[src/rtl/fcvt_wu_s_unit.sv]
// FCVT.WU.S: binary32 to unsigned 32-bit integer, four-state multi-cycle unit.
// One operation in flight; the result is held in DONE until the consumer takes it.
module fcvt_wu_s_unit #(
  parameter int unsigned XLEN = 32,
  parameter int unsigned RM_W = 3
) (
  input  logic            clk,
  input  logic            rst,
  input  logic            in_valid,
  output logic            in_ready,
  input  logic [31:0]     fp_in,
  input  logic [RM_W-1:0] rm,
  input  logic            flush,
  output logic            out_valid,
  input  logic            out_ready,
  output logic [XLEN-1:0] int_out,
  output logic [4:0]      fflags
);

  typedef enum logic [1:0] {StIdle, StAlign, StRound, StDone} state_e;

  state_e            state_q;
  logic [31:0]       op_q;
  logic [RM_W-1:0]   rm_q;
  logic [XLEN-1:0]   mag_q;
  logic              guard_q, sticky_q, sign_q, nan_q, inf_q, ovf_q;

  // Align: classify the operand and shift the significand to an integer magnitude.
  logic [7:0]      exp_a;
  logic [22:0]     frac_a;
  logic [23:0]     mant_a;
  logic [4:0]      rsh_a;
  logic [23:0]     lost_a;
  logic [XLEN-1:0] mag_a;
  logic            guard_a, sticky_a, nan_a, inf_a, ovf_a;

  always_comb begin
    exp_a    = op_q[30:23];
    frac_a   = op_q[22:0];
    mant_a   = {1'b1, frac_a};
    rsh_a    = 5'd0;
    lost_a   = '0;
    mag_a    = '0;
    guard_a  = 1'b0;
    sticky_a = 1'b0;
    nan_a    = 1'b0;
    inf_a    = 1'b0;
    ovf_a    = 1'b0;
    if (exp_a == 8'hFF) begin
      nan_a = (frac_a != '0);
      inf_a = (frac_a == '0);
    end else if (exp_a == 8'd0) begin
      sticky_a = (frac_a != '0);
    end else if (exp_a >= 8'd159) begin
      ovf_a = 1'b1;
    end else if (exp_a >= 8'd150) begin
      mag_a = XLEN'(mant_a) << (exp_a - 8'd150);
    end else if (exp_a >= 8'd127) begin
      rsh_a    = 5'(8'd150 - exp_a);
      mag_a    = XLEN'(mant_a >> rsh_a);
      lost_a   = mant_a & ((24'd1 << rsh_a) - 24'd1);
      guard_a  = lost_a[rsh_a - 5'd1];
      sticky_a = |(lost_a & ~(24'd1 << (rsh_a - 5'd1)));
    end else if (exp_a == 8'd126) begin
      guard_a  = 1'b1;
      sticky_a = (frac_a != '0);
    end else begin
      // Below 0.5 the hidden bit alone makes the value inexact.
      sticky_a = 1'b1;
    end
  end

  // Round: apply the rounding increment, then range-check the 33-bit sum.
  logic            inexact_r, inc_r;
  logic [XLEN:0]   sum_r;
  logic [XLEN-1:0] res_int;
  logic [4:0]      res_flags;

  always_comb begin
    inexact_r = guard_q | sticky_q;
    unique case (rm_q)
      3'd1:    inc_r = 1'b0;
      3'd2:    inc_r = sign_q & inexact_r;
      3'd3:    inc_r = ~sign_q & inexact_r;
      3'd4:    inc_r = guard_q;
      default: inc_r = guard_q & (sticky_q | mag_q[0]);
    endcase
    sum_r     = {1'b0, mag_q} + {{XLEN{1'b0}}, inc_r};
    res_int   = '0;
    res_flags = 5'b0;
    if (nan_q) begin
      res_int   = '1;
      res_flags = 5'b10000;
    end else if (sign_q) begin
      if (inf_q || ovf_q || (sum_r != '0)) begin
        res_flags = 5'b10000;
      end else begin
        res_flags = {4'b0, inexact_r};
      end
    end else if (inf_q || ovf_q || sum_r[XLEN]) begin
      res_int   = '1;
      res_flags = 5'b10000;
    end else begin
      res_int   = sum_r[XLEN-1:0];
      res_flags = {4'b0, inexact_r};
    end
  end

  always_ff @(posedge clk) begin
    if (rst) begin
      state_q   <= StIdle;
      in_ready  <= 1'b1;
      out_valid <= 1'b0;
      int_out   <= '0;
      fflags    <= '0;
      op_q      <= '0;
      rm_q      <= '0;
      mag_q     <= '0;
      guard_q   <= 1'b0;
      sticky_q  <= 1'b0;
      sign_q    <= 1'b0;
      nan_q     <= 1'b0;
      inf_q     <= 1'b0;
      ovf_q     <= 1'b0;
    end else if (flush && (state_q != StIdle)) begin
      state_q   <= StIdle;
      in_ready  <= 1'b1;
      out_valid <= 1'b0;
    end else begin
      case (state_q)
        StIdle: begin
          if (in_valid) begin
            op_q     <= fp_in;
            rm_q     <= rm;
            in_ready <= 1'b0;
            state_q  <= StAlign;
          end
        end
        StAlign: begin
          mag_q    <= mag_a;
          guard_q  <= guard_a;
          sticky_q <= sticky_a;
          sign_q   <= op_q[31];
          nan_q    <= nan_a;
          inf_q    <= inf_a;
          ovf_q    <= ovf_a;
          state_q  <= StRound;
        end
        StRound: begin
          int_out   <= res_int;
          fflags    <= res_flags;
          out_valid <= 1'b1;
          state_q   <= StDone;
        end
        StDone: begin
          if (out_ready) begin
            out_valid <= 1'b0;
            in_ready  <= 1'b1;
            state_q   <= StIdle;
          end
        end
        default: state_q <= StIdle;
      endcase
    end
  end

endmodule

[config.mk]
export PLATFORM = sky130hd
export DESIGN_NAME = fcvt_wu_s_unit
export DESIGN_NICKNAME = d
export VERILOG_FILES = /design/src/rtl/fcvt_wu_s_unit.sv
export SDC_FILE = /design/constraint.sdc
export NUM_CORES = 1
export LEC_CHECK = 0
export ABC_AREA = 1
export BUFFER_PORTS_ARGS = -buffer_cell sky130_fd_sc_hd__buf_4
export CAP_MARGIN = 5
export CORE_MARGIN = 2
export CORE_UTILIZATION = 40
export CTS_BUF_LIST = sky130_fd_sc_hd__clkbuf_8
export DETAILED_ROUTE_END_ITERATION = 6
export SETUP_SLACK_MARGIN = 0.2
export SLEW_MARGIN = 20
export SYNTH_ARGS = -nofsm -noshare
export SYNTH_HDL_FRONTEND = slang
export SYNTH_SLANG_ARGS = --single-unit
[constraint.sdc]
create_clock -name clk -period 7.1 [get_ports clk]
set_input_delay 1.065 -clock clk [delete_from_list [all_inputs] [get_ports clk]]
set_output_delay 1.065 -clock clk [all_outputs]
set_load 0.03 [all_outputs]
# Word-level counts from Yosys, hierarchy flattened
# Cells that the tools add are included.
word_totals:
  romBits: 0
  ramBits: 0
  out_inout_bits: 39
  latchBits: 0
  mem_count: 0
  ff_bits: 114
op_classes:
  n_mul: 0
  eq_ne: 11
  n_reduce_logical: 20
  bitwise: 10
  div_mod_pow: 0
  add_sub_neg: 5
  n_shift: 4
  magnitude_cmp: 4
  muxes: 40
ops:
  columns: ["op", "count"]
  rows:
  - ["32-bit 2-to-1 mux", 8]
  - ["24-bit AND", 2]
  - ["1-bit by 5-bit left shift with 24-bit output, first input constant", 2]
  - ["32-bit by 1-bit adder with 33-bit output", 1]
  - ["33-bit nonzero test", 1]
  - ["24-bit by 8-bit left shift with 32-bit output", 1]
  - ["24-bit by 5-bit right shift with 32-bit output", 1]
  - ["24-bit NOT", 1]
  - ["24-bit OR reduction", 1]
  - ["24-bit by 1-bit subtractor with 24-bit output, second input constant", 1]
  - ["23-bit logical NOT", 1]
  - ["23-bit nonzero test", 1]
  - ["1-bit 2-to-1 mux", 21]
  - ["5-bit 2-to-1 mux", 4]
  - ["8-bit >= comparator, second input constant", 2]
  - ["8-bit by 7-bit equality test with 1-bit output, second input constant", 1]
  - ["8-bit equality test, second input constant", 1]
  - ["8-bit by 7-bit >= comparator with 1-bit output, second input constant", 1]
  - ["8-bit logical NOT", 1]
  - ["2-bit one-hot mux with 4 select lines", 1]
  - ["2-bit AND reduction", 4]
  - ["8-bit subtractor, second input constant", 1]
  - ["3-bit by 2-bit equality test with 1-bit output, second input constant", 2]
  - ["5-bit by 6-bit less-than comparator with 1-bit output, second input constant", 1]
  - ["20 further kinds", 33]

# Depth between registers and ports, before layout
# Gate-level depths: netlist (run 1).
depth:
  ltp_word: 11
  mapped_depth: 23
  ltp_nobuf: 22

# Least setup slack after synthesis (run 1)
# Ideal clock, no wire load.
synth_timing:
  path_type: "flip-flop to flip-flop"
  start: "register op_q[23]"
  end: "register sticky_q"
  path_stages_with_launch: 22
  arrival_ns: 3.339
  setup_time_ns: 0.132
  setup_slack_ns: 3.629
  required_ns: 6.968
  path_cell_list: "dfxtp_1 -> inv_2 -> clkbuf_1 -> clkbuf_1 -> buf_1 -> ha_1 -> inv_1 -> nor2_1 -> nand3_2 -> ha_1 -> nand3_2 -> nor2_4 -> nand2_1 -> nand2_1 -> nand3_1 -> nor2_1 -> nor3_1 -> nand2_1 -> nor2_1 -> nand3_1 -> nand3_1 -> a21oi_1"
synth_via:
  elab_chain_cells: 11
synth_lines:
  columns: ["element", "line", "source"]
  rows:
  - ["start, declared", "23", "logic [31:0] op_q;"]
  - ["start signal, assigned", "133", "op_q <= fp_in;"]
  - ["5-bit subtractor", "59", "rsh_a = 5'(8'd150 - exp_a);"]
  - ["1-bit by 5-bit left shift with 24-bit output / 5-bit by 1-bit subtractor with 5-bit output (equally long branches)", "61, 63", null]
  - ["24-bit by 1-bit subtractor with 24-bit output / 1-bit by 5-bit left shift with 24-bit output (equally long branches)", "61, 63", null]
  - ["24-bit AND / 24-bit NOT (equally long branches)", "61, 63", null]
  - ["24-bit AND", "63", "sticky_a = |(lost_a & ~(24'd1 << (rsh_a - 5'd1)));"]
  - ["24-bit OR reduction", "63", null]
  - ["1-bit 2-to-1 mux", "58", "end else if (exp_a >= 8'd127) begin"]
  - ["1-bit 2-to-1 mux", "56", "end else if (exp_a >= 8'd150) begin"]
  - ["1-bit 2-to-1 mux", "54", "end else if (exp_a >= 8'd159) begin"]
  - ["1-bit 2-to-1 mux", "52", "end else if (exp_a == 8'd0) begin"]
  - ["1-bit 2-to-1 mux (*)", "49", "if (exp_a == 8'hFF) begin"]
  - ["end signal, assigned", "142", "sticky_q <= sticky_a;"]
  - ["end, declared", "26", "logic guard_q, sticky_q, sign_q, nan_q, inf_q, ovf_q;"]
# Every way passes the cells marked *; elsewhere a longest branch is shown, timed or not.
# A chain may end at the register's enable or synchronous reset.

# Worst setup path after layout (run 1)
layout_timing:
  start: "register op_q[24]"
  end: "register mag_q[2]"
layout_via:
  elab_chain_cells: 7
layout_lines:
  columns: ["element", "line", "source"]
  rows:
  - ["branches (longest 6 deep; another with 8-bit subtractor)", null, null]
  - ["32-bit 2-to-1 mux (*)", "49", null]
  - ["end signal, assigned", "140", "mag_q <= mag_a;"]
  - ["end, declared", "25", "logic [XLEN-1:0] mag_q;"]
# Mark *: on every way between the ends.

==> results.toml, run 1 <==
[sta]
worstMarginPinSlew_ns = 0.9981
period_share = 0.6368
max_freq_mhz = 221.2
skew_ns = 0.02906
final-hold-violation-count = 0
setup-tns-final_ns = 0
rsz0062_at_grt = "no"
finalCriticalPeriod_ns = 4.521
setup_viol = 0
final_max_slew_viol_count = 0
relSlewSlack = 0.3330

[placed_design]
gp_congestion = 1.018
placed_area_um2 = 9737
portBuffers = 75
numPlacedInstances = 1836
hpwlAfterDp_um = 25220

[logic_synthesis]
syn_area_um2 = 9119
synth_flop_cell = "dfxtp_1"
netlist.area_leader.share = 0.2437
syn_inst = 1548
ys_warn_count = 0
yosysTopAreaCell = "dfxtp_1"
synth_cell_types = 51
avgSynthCellArea_um2 = 5.891
synth-seq-cells = 111
synthArstFlopShare = 0
synth_area_leaders = "dfxtp_1 24%, nand2_1 16%, o21ai_0 8.4%, nor2_1 7.9%, a21oi_1 7.2%"
synth_edf_count = 0
yosysSeqAreaShare = 0.2437

[critical_path]
cp_cell_sequence = "inv_2, ha_1, clkinv_1, nor2_1, nor2_1, a31oi_1, inv_1, o21ai_0, o2111ai_1, nand2_1, o21ai_0, a21oi_1"
arrival_ns = 4.83
slowest_stage = "dfxtp_1"
critPathMaxFanout = 36
endpoint_kind = "flip-flop"
cp-start-kind = "flip-flop"
crit_type = "flip-flop to flip-flop"
required_ns = 7.41
slowest_delay_ns = 0.86

[floorplan]
pin_count = 79
die_area_um2 = 24020
dieHeight_um = 155.0
design.core.area_um2 = 22500
die_w_um = 155.0
start_util = 0.4052
rows = 55

[finish]
n_antenna_cell = 0
nets = 1619
stdcell_area_um2 = 9935
n_fill_cell = 2481
fin_util = 0.4415
synthToLayoutAreaGrowth_pct = 8.946
multi_input_area_um2 = 6040
drive_above_1_share = 0.09892
final_cell_mix = "383 x nand2_1, 192 x nor2_1, 153 x o21ai_0"
ff_latch_area_um2 = 2222
final_cells = 1852
final_common_cell = "nand2_1"

[clock_tree]
cts.sinks = 111
cts-htree-levels = 3
cts_hold_buffers = 0
root_buffer = "clkbuf_8"
path_clk_slew_ns = 0.12
post_cts_buffers = 0
cts_tree = "done"
numCtsBuffers = 9
post_cts_resized = 0
clk_latency_ns = 0.41
clock_path_buffers = 2

[power_and_ir_drop]
ir_drop_v = 0.0002202
power_per_cell_area_nw_per_um2 = 359.7
leakage_nw = 4.220

[flow_run]
cap_violations = 0

[detailed_routing]
drt-met1-wl_um = 15710
wirelength_um = 32760
drcViolationCount = 0
num_vias = 10460
met2WireLength_um = 13670
avgRoutedWirePerCell_um = 17.69
dr.max_layer_used = "met4"
ant_nets = 0
via_per_inst = 5.646
drtPass1Iterations = 6
met3_length_um = 2762
drtIter0Drc = 1135

[grt]
grt_pass1_wl_um = 50960
gr-total-overflow = 0
grt_pass1_vias = 9312
antenna_found_initial = 0
grt_max_degree = 71
grt_usage = 0.2687

[run_status]
status = "finished clean"

[hold_path]
hold_path.class = "flip-flop to flip-flop"
critical path: cells and delay by family, from the launching register on:
family / cells / cell delay, ns
buffers and inverters: 3 / 1.32
AOI/OAI and AO/OA: 5 / 0.96
DFF: 1 / 0.86
adders and majority gates: 1 / 0.85
and+or+nand+nor: 3 / 0.44
registers in the layout (all words and copies together) (netlist names), 2 cells and up:
signal	cells
rm_q	3
state_q	2
op_q	32
mag_q	32
int_out	32
fflags	2
report_power, final:
part	switching, mW	internal, mW
clock network	0.249	0.145
registers	0.151	0.709
logic	1.68	0.638
total	2.08	1.49
cell usage after synthesis (all sizes together), types with 2 or more instances:
cell type,instances
o21a,5
buf,28
nand4,37
or4,2
o2111a,2
nor4,13
nor3,40
o22ai,10
mux2i,2
a22oi,6
o211ai,11
dfxtp,111
o21ai,175
ha,17
o2111ai,7
xnor2,12
clkbuf,54
a211oi,4
nand3b,6
clkinv,3
nor2,206
nand2,390
nand3,105
a21oi,131
inv,129
a32oi,4
or2,7
a31oi,5
xor2,21
area by class of cell:
class,instances,area share
Multi-Input combinational cell,1225,0.6079
Clock inverter,6,0.006045
Clock buffer,10,0.01385
Timing Repair Buffer,83,0.06272
Inverter,132,0.04987
Sequential cell,111,0.2237
Tap cell,285,0.03589
worst paths after layout:
check	start	to	slack (ns)	cells past startpoint
max	op_q[24]	mag_q[2]	2.58	12
min	int_out[0]	int_out[0]	0.47	2
max reg2reg	op_q[24]	mag_q[2]	2.58	12
min reg2reg	int_out[0]	int_out[0]	0.47	2
routing by layer:
| layer | up-vias | track usage |
|---|---|---|
| li1 | 5203 | - |
| met1 | 4792 | 0.3981 |
| met2 | 419 | 0.3977 |
| met3 | 42 | 0.05042 |
| met4 | 0 | 0.07055 |
| met5 | - | 0 |
logic make-up (layout without fill, tap and decap cells):
| group | count (synthesis) | count (layout) | share of synthesized area |
|---|---|---|---|
| simple gates | 807 | 807 | 0.3841 |
| compound gates | 363 | 363 | 0.2190 |
| buf+inv | 214 | 231 | 0.09481 |
| flops | 111 | 111 | 0.2437 |
| xor+xnor | 33 | 33 | 0.03252 |
| fa+ha+maj | 17 | 17 | 0.02333 |
| mux | 2 | 2 | 0.002195 |
| other cells | 1 | 3 | 0.0004112 |
through the flow:
stage	total power, mW	worst slack, ns	hold WS, ns
global route	3.865	2.113	0.4863
detailed placement	3.117	2.728	0.4558
CTS	3.523	2.690	0.4735
finish	3.574	2.579	0.4707
floorplan	2.506	3.629	0.4453
global placement	3.130	2.760	0.4547
Power figures use the tool's default switching activity.
==> inputs of run 2 (changes only) <==
==> constraint.sdc (replaced) <==
create_clock -name clk -period 3.82 [get_ports clk]
set_input_delay 0.573 -clock clk [delete_from_list [all_inputs] [get_ports clk]]
set_output_delay 0.573 -clock clk [all_outputs]
set_load 0.03 [all_outputs]
==> run 2 against run 1 <==
Wire length is 1.9% higher. Fmax is 32% higher. Global-route usage is 0.68 points higher. Die area stayed put.
==> results.toml, run 2 (synthesis results as in run 1) <==
[finish]
synthToLayoutAreaGrowth_pct = 12.39
n_fill_cell = 2470
final_cells = 1883
nets = 1650
drive_above_1_share = 0.1245
final_common_cell = "nand2_1"
n_antenna_cell = 0
stdcell_area_um2 = 10250
top_regs = "int_out: 32 flops, mag_q: 32 flops, op_q: 32 flops"
final_cell_mix = "383 x nand2_1, 188 x nor2_1, 153 x o21ai_0"

[clock_tree]
clk_latency_ns = 0.41
cts.sinks = 111
root_buffer = "clkbuf_8"
path_clk_slew_ns = 0.12
cts_tree = "done"
cts-htree-levels = 3
clock_path_buffers = 2
numCtsBuffers = 9

[critical_path]
rrSetupSlack_ns = 0.39
slowest_stage = "or4_1"
crit_type = "flip-flop to flip-flop"
arrival_ns = 3.76
endpoint_kind = "flip-flop"
cp_cell_sequence = "nor2_1, a21oi_1, o2111ai_1, nand2_1, ha_4, ha_2, nand4_1, inv_1, nand2_1, nor3_4, nand4_1, or4_1, nand3_4, buf_4, o21ai_0, a21oi_1"
critPathMaxFanout = 17
slowest_delay_ns = 0.52
required_ns = 4.15
crit_buf_inv = 2
cp-start-kind = "flip-flop"
rr_endpoint = "int_out[0]"
r2r_start = "sticky_q"
rr_worst_depth = 16
cp_top_family = "simple AND/OR/NAND/NOR gates"

[flow_run]
cap_violations = 0

[grt]
grt_max_degree = 70
grt_usage = 0.2755
antenna_found_initial = 0
gr-total-overflow = 0
grt_pass1_wl_um = 52120
grt_pass1_vias = 9487

[floorplan]
dieHeight_um = 155.0
die_w_um = 155.0
design.core.area_um2 = 22500
pin_count = 79
start_util = 0.4052
die_area_um2 = 24020
rows = 55

[sta]
final-hold-violation-count = 0
skew_ns = 0.01758
period_share = 0.8980
finalCriticalPeriod_ns = 3.430
holdWs_ns = 0.4043
max_freq_mhz = 291.5
final_max_slew_viol_count = 0
setup-tns-final_ns = 0
setup_viol = 0
worstMarginPinSlew_ns = 0.9623
rsz0062_at_grt = "yes"
relSlewSlack = 0.3577

[placed_design]
hpwlAfterDp_um = 26490
numPlacedInstances = 1864
gp_congestion = 1.015
placed_area_um2 = 9947
portBuffers = 75

[detailed_routing]
via_per_inst = 5.645
drtIter0Drc = 1149
avgRoutedWirePerCell_um = 17.73
wirelength_um = 33390
drcViolationCount = 0
ant_nets = 0
num_vias = 10630
drtPass1Iterations = 6

[power_and_ir_drop]
total_power_mw = 6.801
leakage_nw = 4.400
power_per_cell_area_nw_per_um2 = 663.6
ir_drop_v = 0.0004389

[run_status]
status = "finished clean"

[hold_path]
hold_end = "op_q[31]"
holdPathStages = 3
min_from = "fp_in[31]"
hold_path.class = "primary input to flip-flop"
run 2: cell types whose count changed in the layout (fill, tap and decap cells not counted), sizes merged:
cell	previous run	this run
clkbuf	10	9
buf	83	114
clkinv	8	7
inv	130	132
run 2: worst min-delay path, delay by kind of cell:
| kind | cells | cell delay (ns) |
|---|---|---|
| AND/OR/NAND/NOR | 1 | 0.07 |
| buffers and inverters | 1 | 0.07 |
| AO/OA/AOI/OAI | 1 | 0.07 |
run 2: routing by layer:
layer / share of wire / wire (um) / vias to the layer above / track usage
li1: - / - / 5256 / -
met1: 0.47 / 15830 / 4851 / 0.4133
met2: 0.41 / 13700 / 471 / 0.3983
met3: 0.093 / 3101 / 52 / 0.04930
met4: 0.023 / 768 / 0 / 0.08245
met5: 0 / 0 / - / 0
run 2: worst max path at each step:
stage | start | end | slack, ns | depth (start not counted)
2_1_floorplan | op_q[23] | sticky_q | 0.35 | 21
3_3_place_gp | sticky_q | int_out[0] | 0.13 | 16
3_5_place_dp | sticky_q | int_out[0] | 0.11 | 16
4_1_cts | sticky_q | fflags[4] | 0.25 | 21
5_1_grt | sticky_q | fflags[4] | 0.15 | 21
6_report | sticky_q | int_out[0] | 0.39 | 16
run 2: what timing repair did:
action / 4_1_cts / 5_1_grt
pin swaps: 0 / 4
cloned: 0 / 0
setup endpoints to repair: 25 / 41
endpoints found under the hold margin: 0 / 0
gates resized for setup: 4 / 18
setup buffers: 0 / 3
hold buffers: 0 / 0
run 2: layout make-up:
cell class | instances | area, um^2 | area share
multi-input combinational | 1225 | 6105 | 0.5957
sequential | 111 | 2233 | 0.2179
timing repair buffer | 114 | 859.6 | 0.08387
inverter | 132 | 495.5 | 0.04835
tap | 285 | 356.6 | 0.03479
clock buffer | 9 | 123.9 | 0.01209
clock inverter | 7 | 75.07 | 0.007325
run 2: metrics by stage:
step | setup WS (ns) | utilization
floorplan | 0.3486 | -
global placement | 0.1270 | 0.4420
detailed placement | 0.1064 | 0.4420
CTS | 0.2481 | 0.4518
global route | 0.1470 | 0.4554
finish | 0.3897 | 0.4554
run 2: power by group:
group          switching [mW]  leakage [nW]  internal (mW)
Combinational            3.15          3.39           1.31
Sequential              0.282         0.906           1.32
Clock                   0.475         0.102          0.258
